File: src/rtl/id_ex_stage_if.sv
// Signal bundle between the decode side and the ID/EX stage.
// The slave modport is the stage itself. The master modport is whatever drives decode and forwarding.
interface id_ex_stage_if #(
    parameter int DATA_WIDTH     = 32,
    parameter int REG_ADDR_WIDTH = 5,
    parameter int ALU_CTRL_WIDTH = 4
);
    logic                      stall;
    logic                      flush;
    logic                      id_valid;
    logic [DATA_WIDTH-1:0]     id_pc;
    logic [DATA_WIDTH-1:0]     id_rs1_data;
    logic [DATA_WIDTH-1:0]     id_rs2_data;
    logic [DATA_WIDTH-1:0]     id_imm;
    logic [REG_ADDR_WIDTH-1:0] id_rs1;
    logic [REG_ADDR_WIDTH-1:0] id_rs2;
    logic [REG_ADDR_WIDTH-1:0] id_rd;
    logic [ALU_CTRL_WIDTH-1:0] id_alu_control;
    logic                      id_alu_src;
    logic                      id_reg_write;
    logic                      id_mem_read;
    logic                      id_mem_write;
    logic                      id_mem_to_reg;
    logic                      id_branch;
    logic                      ex_mem_reg_write;
    logic [REG_ADDR_WIDTH-1:0] ex_mem_rd;
    logic [DATA_WIDTH-1:0]     ex_mem_result;
    logic                      mem_wb_reg_write;
    logic [REG_ADDR_WIDTH-1:0] mem_wb_rd;
    logic [DATA_WIDTH-1:0]     mem_wb_result;
    logic [DATA_WIDTH-1:0]     operand_a;
    logic [DATA_WIDTH-1:0]     operand_b;
    logic [ALU_CTRL_WIDTH-1:0] alu_control;
    logic [DATA_WIDTH-1:0]     store_data;
    logic [DATA_WIDTH-1:0]     ex_pc;
    logic [DATA_WIDTH-1:0]     ex_imm;
    logic [REG_ADDR_WIDTH-1:0] ex_rd;
    logic                      ex_valid;
    logic                      ex_reg_write;
    logic                      ex_mem_read;
    logic                      ex_mem_write;
    logic                      ex_mem_to_reg;
    logic                      ex_branch;
    logic                      load_use_hazard;

    modport master (
        output stall, flush, id_valid, id_pc, id_rs1_data, id_rs2_data, id_imm,
               id_rs1, id_rs2, id_rd, id_alu_control, id_alu_src, id_reg_write,
               id_mem_read, id_mem_write, id_mem_to_reg, id_branch,
               ex_mem_reg_write, ex_mem_rd, ex_mem_result,
               mem_wb_reg_write, mem_wb_rd, mem_wb_result,
        input  operand_a, operand_b, alu_control, store_data, ex_pc, ex_imm, ex_rd,
               ex_valid, ex_reg_write, ex_mem_read, ex_mem_write, ex_mem_to_reg,
               ex_branch, load_use_hazard
    );

    modport slave (
        input  stall, flush, id_valid, id_pc, id_rs1_data, id_rs2_data, id_imm,
               id_rs1, id_rs2, id_rd, id_alu_control, id_alu_src, id_reg_write,
               id_mem_read, id_mem_write, id_mem_to_reg, id_branch,
               ex_mem_reg_write, ex_mem_rd, ex_mem_result,
               mem_wb_reg_write, mem_wb_rd, mem_wb_result,
        output operand_a, operand_b, alu_control, store_data, ex_pc, ex_imm, ex_rd,
               ex_valid, ex_reg_write, ex_mem_read, ex_mem_write, ex_mem_to_reg,
               ex_branch, load_use_hazard
    );
endinterface

File: src/rtl/id_ex_stage.sv
// ID/EX pipeline register with EX/MEM and MEM/WB operand forwarding in front of the ALU.
// It also detects load-use hazards for the hazard unit.
module id_ex_stage #(
    parameter int DATA_WIDTH     = 32,
    parameter int REG_ADDR_WIDTH = 5,
    parameter int ALU_CTRL_WIDTH = 4
) (
    input logic         clk,
    input logic         rst,
    id_ex_stage_if.slave bus
);
    logic                      valid_q;
    logic [DATA_WIDTH-1:0]     pc_q;
    logic [DATA_WIDTH-1:0]     rs1_data_q;
    logic [DATA_WIDTH-1:0]     rs2_data_q;
    logic [DATA_WIDTH-1:0]     imm_q;
    logic [REG_ADDR_WIDTH-1:0] rs1_q;
    logic [REG_ADDR_WIDTH-1:0] rs2_q;
    logic [REG_ADDR_WIDTH-1:0] rd_q;
    logic [ALU_CTRL_WIDTH-1:0] alu_ctrl_q;
    logic                      alu_src_q;
    logic                      reg_write_q;
    logic                      mem_read_q;
    logic                      mem_write_q;
    logic                      mem_to_reg_q;
    logic                      branch_q;

    logic [DATA_WIDTH-1:0]     fwd_a;
    logic [DATA_WIDTH-1:0]     fwd_b;

    // A flush loads the same all-zero bubble as reset, so both share one branch.
    always_ff @(posedge clk) begin
        if (rst || bus.flush) begin
            valid_q      <= 1'b0;
            pc_q         <= '0;
            rs1_data_q   <= '0;
            rs2_data_q   <= '0;
            imm_q        <= '0;
            rs1_q        <= '0;
            rs2_q        <= '0;
            rd_q         <= '0;
            alu_ctrl_q   <= '0;
            alu_src_q    <= 1'b0;
            reg_write_q  <= 1'b0;
            mem_read_q   <= 1'b0;
            mem_write_q  <= 1'b0;
            mem_to_reg_q <= 1'b0;
            branch_q     <= 1'b0;
        end else if (!bus.stall) begin
            valid_q      <= bus.id_valid;
            pc_q         <= bus.id_pc;
            rs1_data_q   <= bus.id_rs1_data;
            rs2_data_q   <= bus.id_rs2_data;
            imm_q        <= bus.id_imm;
            rs1_q        <= bus.id_rs1;
            rs2_q        <= bus.id_rs2;
            rd_q         <= bus.id_rd;
            alu_ctrl_q   <= bus.id_alu_control;
            alu_src_q    <= bus.id_alu_src;
            // An invalid decode slot becomes a bubble: its data is kept, but its side effects are masked.
            reg_write_q  <= bus.id_valid & bus.id_reg_write;
            mem_read_q   <= bus.id_valid & bus.id_mem_read;
            mem_write_q  <= bus.id_valid & bus.id_mem_write;
            mem_to_reg_q <= bus.id_valid & bus.id_mem_to_reg;
            branch_q     <= bus.id_valid & bus.id_branch;
        end
    end

    // EX/MEM is the younger producer, so it wins over MEM/WB. A write to x0 is never forwarded.
    always_comb begin
        fwd_a = rs1_data_q;
        if (bus.ex_mem_reg_write && (bus.ex_mem_rd != '0) && (bus.ex_mem_rd == rs1_q))
            fwd_a = bus.ex_mem_result;
        else if (bus.mem_wb_reg_write && (bus.mem_wb_rd != '0) && (bus.mem_wb_rd == rs1_q))
            fwd_a = bus.mem_wb_result;
    end

    always_comb begin
        fwd_b = rs2_data_q;
        if (bus.ex_mem_reg_write && (bus.ex_mem_rd != '0) && (bus.ex_mem_rd == rs2_q))
            fwd_b = bus.ex_mem_result;
        else if (bus.mem_wb_reg_write && (bus.mem_wb_rd != '0) && (bus.mem_wb_rd == rs2_q))
            fwd_b = bus.mem_wb_result;
    end

    assign bus.operand_a     = fwd_a;
    assign bus.operand_b     = alu_src_q ? imm_q : fwd_b;
    assign bus.store_data    = fwd_b;
    assign bus.alu_control   = alu_ctrl_q;
    assign bus.ex_pc         = pc_q;
    assign bus.ex_imm        = imm_q;
    assign bus.ex_rd         = rd_q;
    assign bus.ex_valid      = valid_q;
    assign bus.ex_reg_write  = reg_write_q;
    assign bus.ex_mem_read   = mem_read_q;
    assign bus.ex_mem_write  = mem_write_q;
    assign bus.ex_mem_to_reg = mem_to_reg_q;
    assign bus.ex_branch     = branch_q;

    assign bus.load_use_hazard = valid_q && mem_read_q && (rd_q != '0) &&
                                 ((rd_q == bus.id_rs1) || (rd_q == bus.id_rs2));
endmodule

File: src/flat_wrapper.sv
// flat-port wrapper written by rule: the top's interface ports become plain ports
module id_ex_stage_flat 
#(
    parameter int DATA_WIDTH     = 32,
    parameter int REG_ADDR_WIDTH = 5,
    parameter int ALU_CTRL_WIDTH = 4
)
  (clk, rst, bus_stall, bus_flush, bus_id_valid, bus_id_pc, bus_id_rs1_data, bus_id_rs2_data, bus_id_imm, bus_id_rs1, bus_id_rs2, bus_id_rd, bus_id_alu_control, bus_id_alu_src, bus_id_reg_write, bus_id_mem_read, bus_id_mem_write, bus_id_mem_to_reg, bus_id_branch, bus_ex_mem_reg_write, bus_ex_mem_rd, bus_ex_mem_result, bus_mem_wb_reg_write, bus_mem_wb_rd, bus_mem_wb_result, bus_operand_a, bus_operand_b, bus_alu_control, bus_store_data, bus_ex_pc, bus_ex_imm, bus_ex_rd, bus_ex_valid, bus_ex_reg_write, bus_ex_mem_read, bus_ex_mem_write, bus_ex_mem_to_reg, bus_ex_branch, bus_load_use_hazard);
  id_ex_stage_if #(.DATA_WIDTH(DATA_WIDTH), .REG_ADDR_WIDTH(REG_ADDR_WIDTH), .ALU_CTRL_WIDTH(ALU_CTRL_WIDTH)) bus_i ();
  input logic clk;
  input logic rst;
  input wire logic [$bits(bus_i.stall)-1:0] bus_stall;
  input wire logic [$bits(bus_i.flush)-1:0] bus_flush;
  input wire logic [$bits(bus_i.id_valid)-1:0] bus_id_valid;
  input wire logic [$bits(bus_i.id_pc)-1:0] bus_id_pc;
  input wire logic [$bits(bus_i.id_rs1_data)-1:0] bus_id_rs1_data;
  input wire logic [$bits(bus_i.id_rs2_data)-1:0] bus_id_rs2_data;
  input wire logic [$bits(bus_i.id_imm)-1:0] bus_id_imm;
  input wire logic [$bits(bus_i.id_rs1)-1:0] bus_id_rs1;
  input wire logic [$bits(bus_i.id_rs2)-1:0] bus_id_rs2;
  input wire logic [$bits(bus_i.id_rd)-1:0] bus_id_rd;
  input wire logic [$bits(bus_i.id_alu_control)-1:0] bus_id_alu_control;
  input wire logic [$bits(bus_i.id_alu_src)-1:0] bus_id_alu_src;
  input wire logic [$bits(bus_i.id_reg_write)-1:0] bus_id_reg_write;
  input wire logic [$bits(bus_i.id_mem_read)-1:0] bus_id_mem_read;
  input wire logic [$bits(bus_i.id_mem_write)-1:0] bus_id_mem_write;
  input wire logic [$bits(bus_i.id_mem_to_reg)-1:0] bus_id_mem_to_reg;
  input wire logic [$bits(bus_i.id_branch)-1:0] bus_id_branch;
  input wire logic [$bits(bus_i.ex_mem_reg_write)-1:0] bus_ex_mem_reg_write;
  input wire logic [$bits(bus_i.ex_mem_rd)-1:0] bus_ex_mem_rd;
  input wire logic [$bits(bus_i.ex_mem_result)-1:0] bus_ex_mem_result;
  input wire logic [$bits(bus_i.mem_wb_reg_write)-1:0] bus_mem_wb_reg_write;
  input wire logic [$bits(bus_i.mem_wb_rd)-1:0] bus_mem_wb_rd;
  input wire logic [$bits(bus_i.mem_wb_result)-1:0] bus_mem_wb_result;
  output wire logic [$bits(bus_i.operand_a)-1:0] bus_operand_a;
  output wire logic [$bits(bus_i.operand_b)-1:0] bus_operand_b;
  output wire logic [$bits(bus_i.alu_control)-1:0] bus_alu_control;
  output wire logic [$bits(bus_i.store_data)-1:0] bus_store_data;
  output wire logic [$bits(bus_i.ex_pc)-1:0] bus_ex_pc;
  output wire logic [$bits(bus_i.ex_imm)-1:0] bus_ex_imm;
  output wire logic [$bits(bus_i.ex_rd)-1:0] bus_ex_rd;
  output wire logic [$bits(bus_i.ex_valid)-1:0] bus_ex_valid;
  output wire logic [$bits(bus_i.ex_reg_write)-1:0] bus_ex_reg_write;
  output wire logic [$bits(bus_i.ex_mem_read)-1:0] bus_ex_mem_read;
  output wire logic [$bits(bus_i.ex_mem_write)-1:0] bus_ex_mem_write;
  output wire logic [$bits(bus_i.ex_mem_to_reg)-1:0] bus_ex_mem_to_reg;
  output wire logic [$bits(bus_i.ex_branch)-1:0] bus_ex_branch;
  output wire logic [$bits(bus_i.load_use_hazard)-1:0] bus_load_use_hazard;
  assign bus_i.stall = bus_stall;
  assign bus_i.flush = bus_flush;
  assign bus_i.id_valid = bus_id_valid;
  assign bus_i.id_pc = bus_id_pc;
  assign bus_i.id_rs1_data = bus_id_rs1_data;
  assign bus_i.id_rs2_data = bus_id_rs2_data;
  assign bus_i.id_imm = bus_id_imm;
  assign bus_i.id_rs1 = bus_id_rs1;
  assign bus_i.id_rs2 = bus_id_rs2;
  assign bus_i.id_rd = bus_id_rd;
  assign bus_i.id_alu_control = bus_id_alu_control;
  assign bus_i.id_alu_src = bus_id_alu_src;
  assign bus_i.id_reg_write = bus_id_reg_write;
  assign bus_i.id_mem_read = bus_id_mem_read;
  assign bus_i.id_mem_write = bus_id_mem_write;
  assign bus_i.id_mem_to_reg = bus_id_mem_to_reg;
  assign bus_i.id_branch = bus_id_branch;
  assign bus_i.ex_mem_reg_write = bus_ex_mem_reg_write;
  assign bus_i.ex_mem_rd = bus_ex_mem_rd;
  assign bus_i.ex_mem_result = bus_ex_mem_result;
  assign bus_i.mem_wb_reg_write = bus_mem_wb_reg_write;
  assign bus_i.mem_wb_rd = bus_mem_wb_rd;
  assign bus_i.mem_wb_result = bus_mem_wb_result;
  assign bus_operand_a = bus_i.operand_a;
  assign bus_operand_b = bus_i.operand_b;
  assign bus_alu_control = bus_i.alu_control;
  assign bus_store_data = bus_i.store_data;
  assign bus_ex_pc = bus_i.ex_pc;
  assign bus_ex_imm = bus_i.ex_imm;
  assign bus_ex_rd = bus_i.ex_rd;
  assign bus_ex_valid = bus_i.ex_valid;
  assign bus_ex_reg_write = bus_i.ex_reg_write;
  assign bus_ex_mem_read = bus_i.ex_mem_read;
  assign bus_ex_mem_write = bus_i.ex_mem_write;
  assign bus_ex_mem_to_reg = bus_i.ex_mem_to_reg;
  assign bus_ex_branch = bus_i.ex_branch;
  assign bus_load_use_hazard = bus_i.load_use_hazard;
  id_ex_stage #(.DATA_WIDTH(DATA_WIDTH), .REG_ADDR_WIDTH(REG_ADDR_WIDTH), .ALU_CTRL_WIDTH(ALU_CTRL_WIDTH)) u_core (.clk(clk), .rst(rst), .bus(bus_i));
endmodule
File: config.mk
export PLATFORM = sky130hd
export DESIGN_NAME = id_ex_stage_flat
export DESIGN_NICKNAME = d
export VERILOG_FILES = /design/src/rtl/id_ex_stage_if.sv /design/src/rtl/id_ex_stage.sv /design/src/flat_wrapper.sv
export SDC_FILE = /design/constraint.sdc
export NUM_CORES = 1
export LEC_CHECK = 0
export BUFFER_PORTS_ARGS = -buffer_cell sky130_fd_sc_hd__buf_2
export CAP_MARGIN = 20
export CORE_AREA = 2 2 158 160
export CTS_CLUSTER_DIAMETER = 150
export DETAILED_ROUTE_END_ITERATION = 8
export DIE_AREA = 0 0 160 162
export MAX_ROUTING_LAYER = met4
export SLEW_MARGIN = 5
export SYNTH_ARGS = -nofsm -noshare
export SYNTH_HDL_FRONTEND = slang
export SYNTH_SLANG_ARGS = --single-unit
File: constraint.sdc
create_clock -name clk -period 2.35 [get_ports clk]
set_clock_uncertainty 0.2 [all_clocks]
set_input_delay 0 -clock clk [delete_from_list [all_inputs] [get_ports clk]]
set_output_delay 0 -clock clk [all_outputs]
set_load 0.005 [all_outputs]
# Yosys cells after proc, flatten, opt, wreduce, memory -nomap -nowiden
# Index checks and enable logic that the tools add are counted.
word_totals:
  ff_bits: 154
  latchBits: 0
  ramBits: 0
  rom_bits: 0
  inputBits: 234
  output_inout_bits: 176
  wordCells: 45
  memories: 0
classes:
  n_addsub: 0
  mul: 0
  div_mod_pow: 0
  n_lt_le_gt_ge: 0
  eq_ne: 6
  shifts: 0
  muxes: 5
  n_bitwise: 5
  reduce_logical: 14
op_table:
  columns: ["op", "n"]
  rows:
  - ["32-bit 2-to-1 mux", 5]
  - ["5-bit == test", 6]
  - ["5-bit nonzero test", 3]
  - ["1-bit logical AND", 9]
  - ["1-bit bitwise AND", 5]
  - ["1-bit logical OR", 2]

# Longest topological paths before layout
depth:
  depth_word: 6
  depth_mapped: 8
  ltp_nobuf: 5

# Worst setup path before layout
# No wires, ideal clock.
synth_path:
  kind: "register -> output"
  startpoint: "register u_core.rs2_q[2]"
  endpoint: "output bus_operand_b[11]"
  t_arrival_ns: 1.799
  t_required_ns: 2.150
  slack_ns: 0.351
  stages_incl_launch_ff: 8
  path_buffers: 2
  cell_sequence: "dfxtp_1 > xor2_1 > nor3_1 > and3_1 > buf_6 > buf_12 > mux2i_1 > a221oi_1"
synth_between:
  elab_chain_cells: 5
  word_cells_on_any_way: 7
  classes_between: "eq/ne: 2; mux: 3; reduce/logical: 2"
synth_lines:
  columns: ["item", "line_no", "text"]
  rows:
  - ["start, declared", "id_ex_stage.sv:18", "logic [REG_ADDR_WIDTH-1:0] rs2_q;"]
  - ["start signal, assigned", "id_ex_stage.sv:56", "rs2_q <= bus.id_rs2;"]
  - ["5-bit == test", "id_ex_stage.sv:82", "else if (bus.mem_wb_reg_write && (bus.mem_wb_rd != '0) && (bus.mem_wb_rd == rs2_q))"]
  - ["1-bit logical AND", "id_ex_stage.sv:82", null]
  - ["32-bit 2-to-1 mux", "id_ex_stage.sv:82", null]
  - ["32-bit 2-to-1 mux *", "id_ex_stage.sv:80", "if (bus.ex_mem_reg_write && (bus.ex_mem_rd != '0) && (bus.ex_mem_rd == rs2_q))"]
  - ["32-bit 2-to-1 mux *", "id_ex_stage.sv:87", "assign bus.operand_b = alu_src_q ? imm_q : fwd_b;"]
  - ["end, declared", "flat_wrapper.sv:36", "output wire logic [$bits(bus_i.operand_b)-1:0] bus_operand_b;"]
# Every way passes the cells marked *; elsewhere a longest branch is shown, timed or not.

# Worst setup path after layout
layout_path:
  startpoint: "register u_core.rs2_q[2]"
  endpoint: "output bus_operand_b[20]"
# The elaborated chain is that of the path after synthesis.

==> summary.md <==
| Metric | Value |
|---|---|
| Post-synth top area cell | `dfxtp_1` |
| Data arrival, critical path | `2.27 ns` |
| RSZ-0062 raised after global routing | `true` |
| Buffers and inverters on the worst path | `3` |
| Height of the die | `162 um` |
| Vias in the first global route | `8837` |
| Max cap viols | `0` |
| #FFs+latches synth | `154` |
| DRC Markers | `0` |
| Max Slew Vio Count | `0` |
| CP endpoint kind | `output port` |
| Most frequent cells after synthesis | `mux2i_1 (205), nor2_1 (195), dfxtp_1 (154)` |
| H-Tree Depth | `4` |
| Drt initial violations | `495` |
| Final setup vio count | `58` |
| Avg Inst Size Synth | `8.793 um^2` |
| Most numerous cell in the Yosys netlist | `mux2i_1` |
| Cell count after synthesis | `873` |
| Mapped cell area | `0.007676 mm^2` |
| Status | `finished with violations` |
| Via count | `8794` |
| Vias/cell | `4.902` |
| Placed Instances | `1567` |
| Sequential area share after synthesis | `40.16%` |
| Worst endpoint required time | `2.15 ns` |
| Hold Path Class | `input port to flip-flop` |
| Final GP Congestion | `0.8984` |
| Power Density | `507.0 mW/mm^2` |
| Post-synth top flop | `dfxtp_1` |
| Mean routed wirelength per cell | `18.39 um` |
| Critical Path Max Stage Delay | `0.36 ns` |
| Max_slew headroom | `49.22%` |
| Largest cells by area after synthesis | `dfxtp_1 (40%), mux2i_1 (27%), nor2_1 (9.5%)` |
| Power share of the combinational group | `19.3%` |
| Static Leakage | `6.340 nW` |
| Number of cell rows | `57` |
| Grt total ovfl | `0` |
| Max IR drop VDD | `0.4578 mV` |
| Finished Layout Cells | `1794` |
| Worst slew pin tran | `0.7617 ns` |
| CTS tree | `yes` |
| Setup TNS | `-3.397 ns` |
| Port Buf Inserts | `409` |
| Worst-case clock buffer depth | `2` |
| Internal Pwr Total | `4.859 mW` |
| Largest net degree at the start of global routing | `155` |
| DP Wirelength | `21920 um` |
| Kind of critical path | `flip-flop to output port` |
| Initial Utilization | `31.84%` |
| Worst setup margin | `-0.1247 ns` |
| Clk Tree Root Cell | `clkbuf_16` |
| Synth top area share | `40.16%` |
| Layout Nets | `1687` |
| Die Span X | `160 um` |
| Clk pwr share | `40.5%` |
| Cell variety after synth | `30` |
| Slowest-stage cell, CP | `dfxtp_4` |
| Layout cells sized above 1 | `41.95%` |
| Sw frac | `29.43%` |
| Seq pwr share | `40.2%` |
| Area Overhead vs Synth | `76.92%` |
| First-pass GRT wire length | `48900 um` |
| CP cell instances | `xor2_2, nor3_2, buf_4, nand3_4, buf_12, a221oi_4, o31ai_1, buf_2` |
| Post-synth net total | `1107` |
| Routed wire length | `32990 um` |
| Asr flop ratio synth | `0%` |
| Clock Pin Slew Worst Setup and Hold Paths | `0.08 ns` |
| Die ar. | `0.02592 mm^2` |
| Finished Core Util | `56.34%` |
| Antenna violations before repair | `4` |
| Startpoint types | `flip-flop` |
| TritonCTS Buffers | `17` |
| Clock Latency Late Sink | `0.41 ns` |
| Core footprint | `0.02411 mm^2` |
| # clock sinks | `154` |
| Synth warn | `0` |
| Failing checks | `negative setup slack` |
| Total GRT Usage | `24.83%` |
| Pre-antenna DRT Iters | `5` |
| Remaining antenna violation count after routing | `0` |
| Io pins | `410` |
| Tmin final | `2.475 ns` |
| Final hold violations | `0` |
| Sw Pwr | `2.027 mW` |
| Crit Path Max Fanout | `5` |
| Post-synth EDFFs | `0` |
| Peak Freq | `0.4041 GHz` |
| Period utilization | `105.3%` |
| CP top delay family | `buffers and inverters` |
layout make-up:
cell class | instances | area, um^2
Timing Repair Buffer | 627 | 4414
Clock inverter | 15 | 170.2
Clock buffer | 17 | 425.4
Tap cell | 324 | 405.4
Sequential cell | 154 | 3095
Antenna cell | 4 | 10.01
Inverter | 25 | 93.84
Multi-Input combinational cell | 628 | 4966
Fill cell | 2103 | 10530
worst min-delay path: stages:
cell	delay (ns)
clkbuf_8	0.37
mux2i_1	0.21
nor2_1	0.07
power groups by stage:
stage               clock [mW]  combinational (mW)  sequential (mW)
CTS                       2.86                1.26             2.76
finish                    2.79                1.33             2.77
floorplan                    0               0.463             2.80
detailed placement           0               0.960             2.82
global placement             0               0.951             2.81
global route              2.98                1.42             2.78
metal layers:
metal / part of all wire [%] / global-route usage, %
met3: 5.7 / 4.520
met2: 50 / 43.41
met1: 41 / 28.41
met5: 0 / -
met4: 3.4 / 9.459
what timing repair did:
action	4_1_cts	5_1_grt
cloned	2	0
setup buffers	25	8
pin swaps	43	40
hold endpoints to repair	154	0
hold buffers	159	0
resized for setup	100	99
setup endpoints to repair	91	96
worst paths after layout:
check,from,end,slack (ns),depth (start not counted)
worst max-delay path,u_core.rs2_q[2]$_SDFFE_PP0N_,bus_operand_b[20],-0.12,8
worst min-delay path,bus_stall,u_core.bus.ex_rd[0]$_SDFFE_PP0N_,0.07,3
worst max register to register,u_core.bus.ex_mem_write$_SDFFE_PP0N_,u_core.bus.ex_mem_write$_SDFFE_PP0N_,0.89,3
worst min register to register,u_core.bus.ex_pc[2]$_SDFFE_PP0N_,u_core.bus.ex_pc[2]$_SDFFE_PP0N_,0.29,2
through the flow:
step / cell area (um^2) / hold WS (ns) / total power, mW / setup slack (ns)
2_1_floorplan: 7676 / -0.09597 / 3.266 / 0.3506
3_3_place_gp: 10180 / 0.02727 / 3.765 / 0.02167
3_5_place_dp: 10180 / 0.03606 / 3.776 / -0.01365
4_1_cts: 13120 / 0.06957 / 6.883 / -0.1235
5_1_grt: 13580 / 0.09486 / 7.179 / -0.2464
6_report: 13580 / 0.07364 / 6.886 / -0.1247
logic make-up after synthesis:
kind of cell	Yosys count	synth area share, %
AND/OR/NAND/NOR	286	15.40
multiplexers	205	26.73
flip-flops	154	40.16
AO/OA/AOI/OAI	106	8.965
buffers and inverters	92	5.314
XOR/XNOR	30	3.423
layout by cell type (no fill, tap or decap), types with 7 or more instances in the layout:
cell           Yosys  routed
dlygate4sd3_1      0     159
mux2i_4            0      29
nor3_1            31      28
a221oi_2           0      24
dfxtp_1          154     148
clkbuf_16          0      17
buf_12             2      20
xor2_1            22      21
buf_4              3      26
buf_6              2       9
a21oi_2            0      18
inv_1             25      25
a21oi_1           27       9
o21ai_1            0      30
buf_2              3     407
nand2_1           39      39
xnor2_1            8       8
and3_2             7       7
nor2_1           195     192
mux2i_1          205     171
No activity file was read; power rests on OpenSTA's default activity.
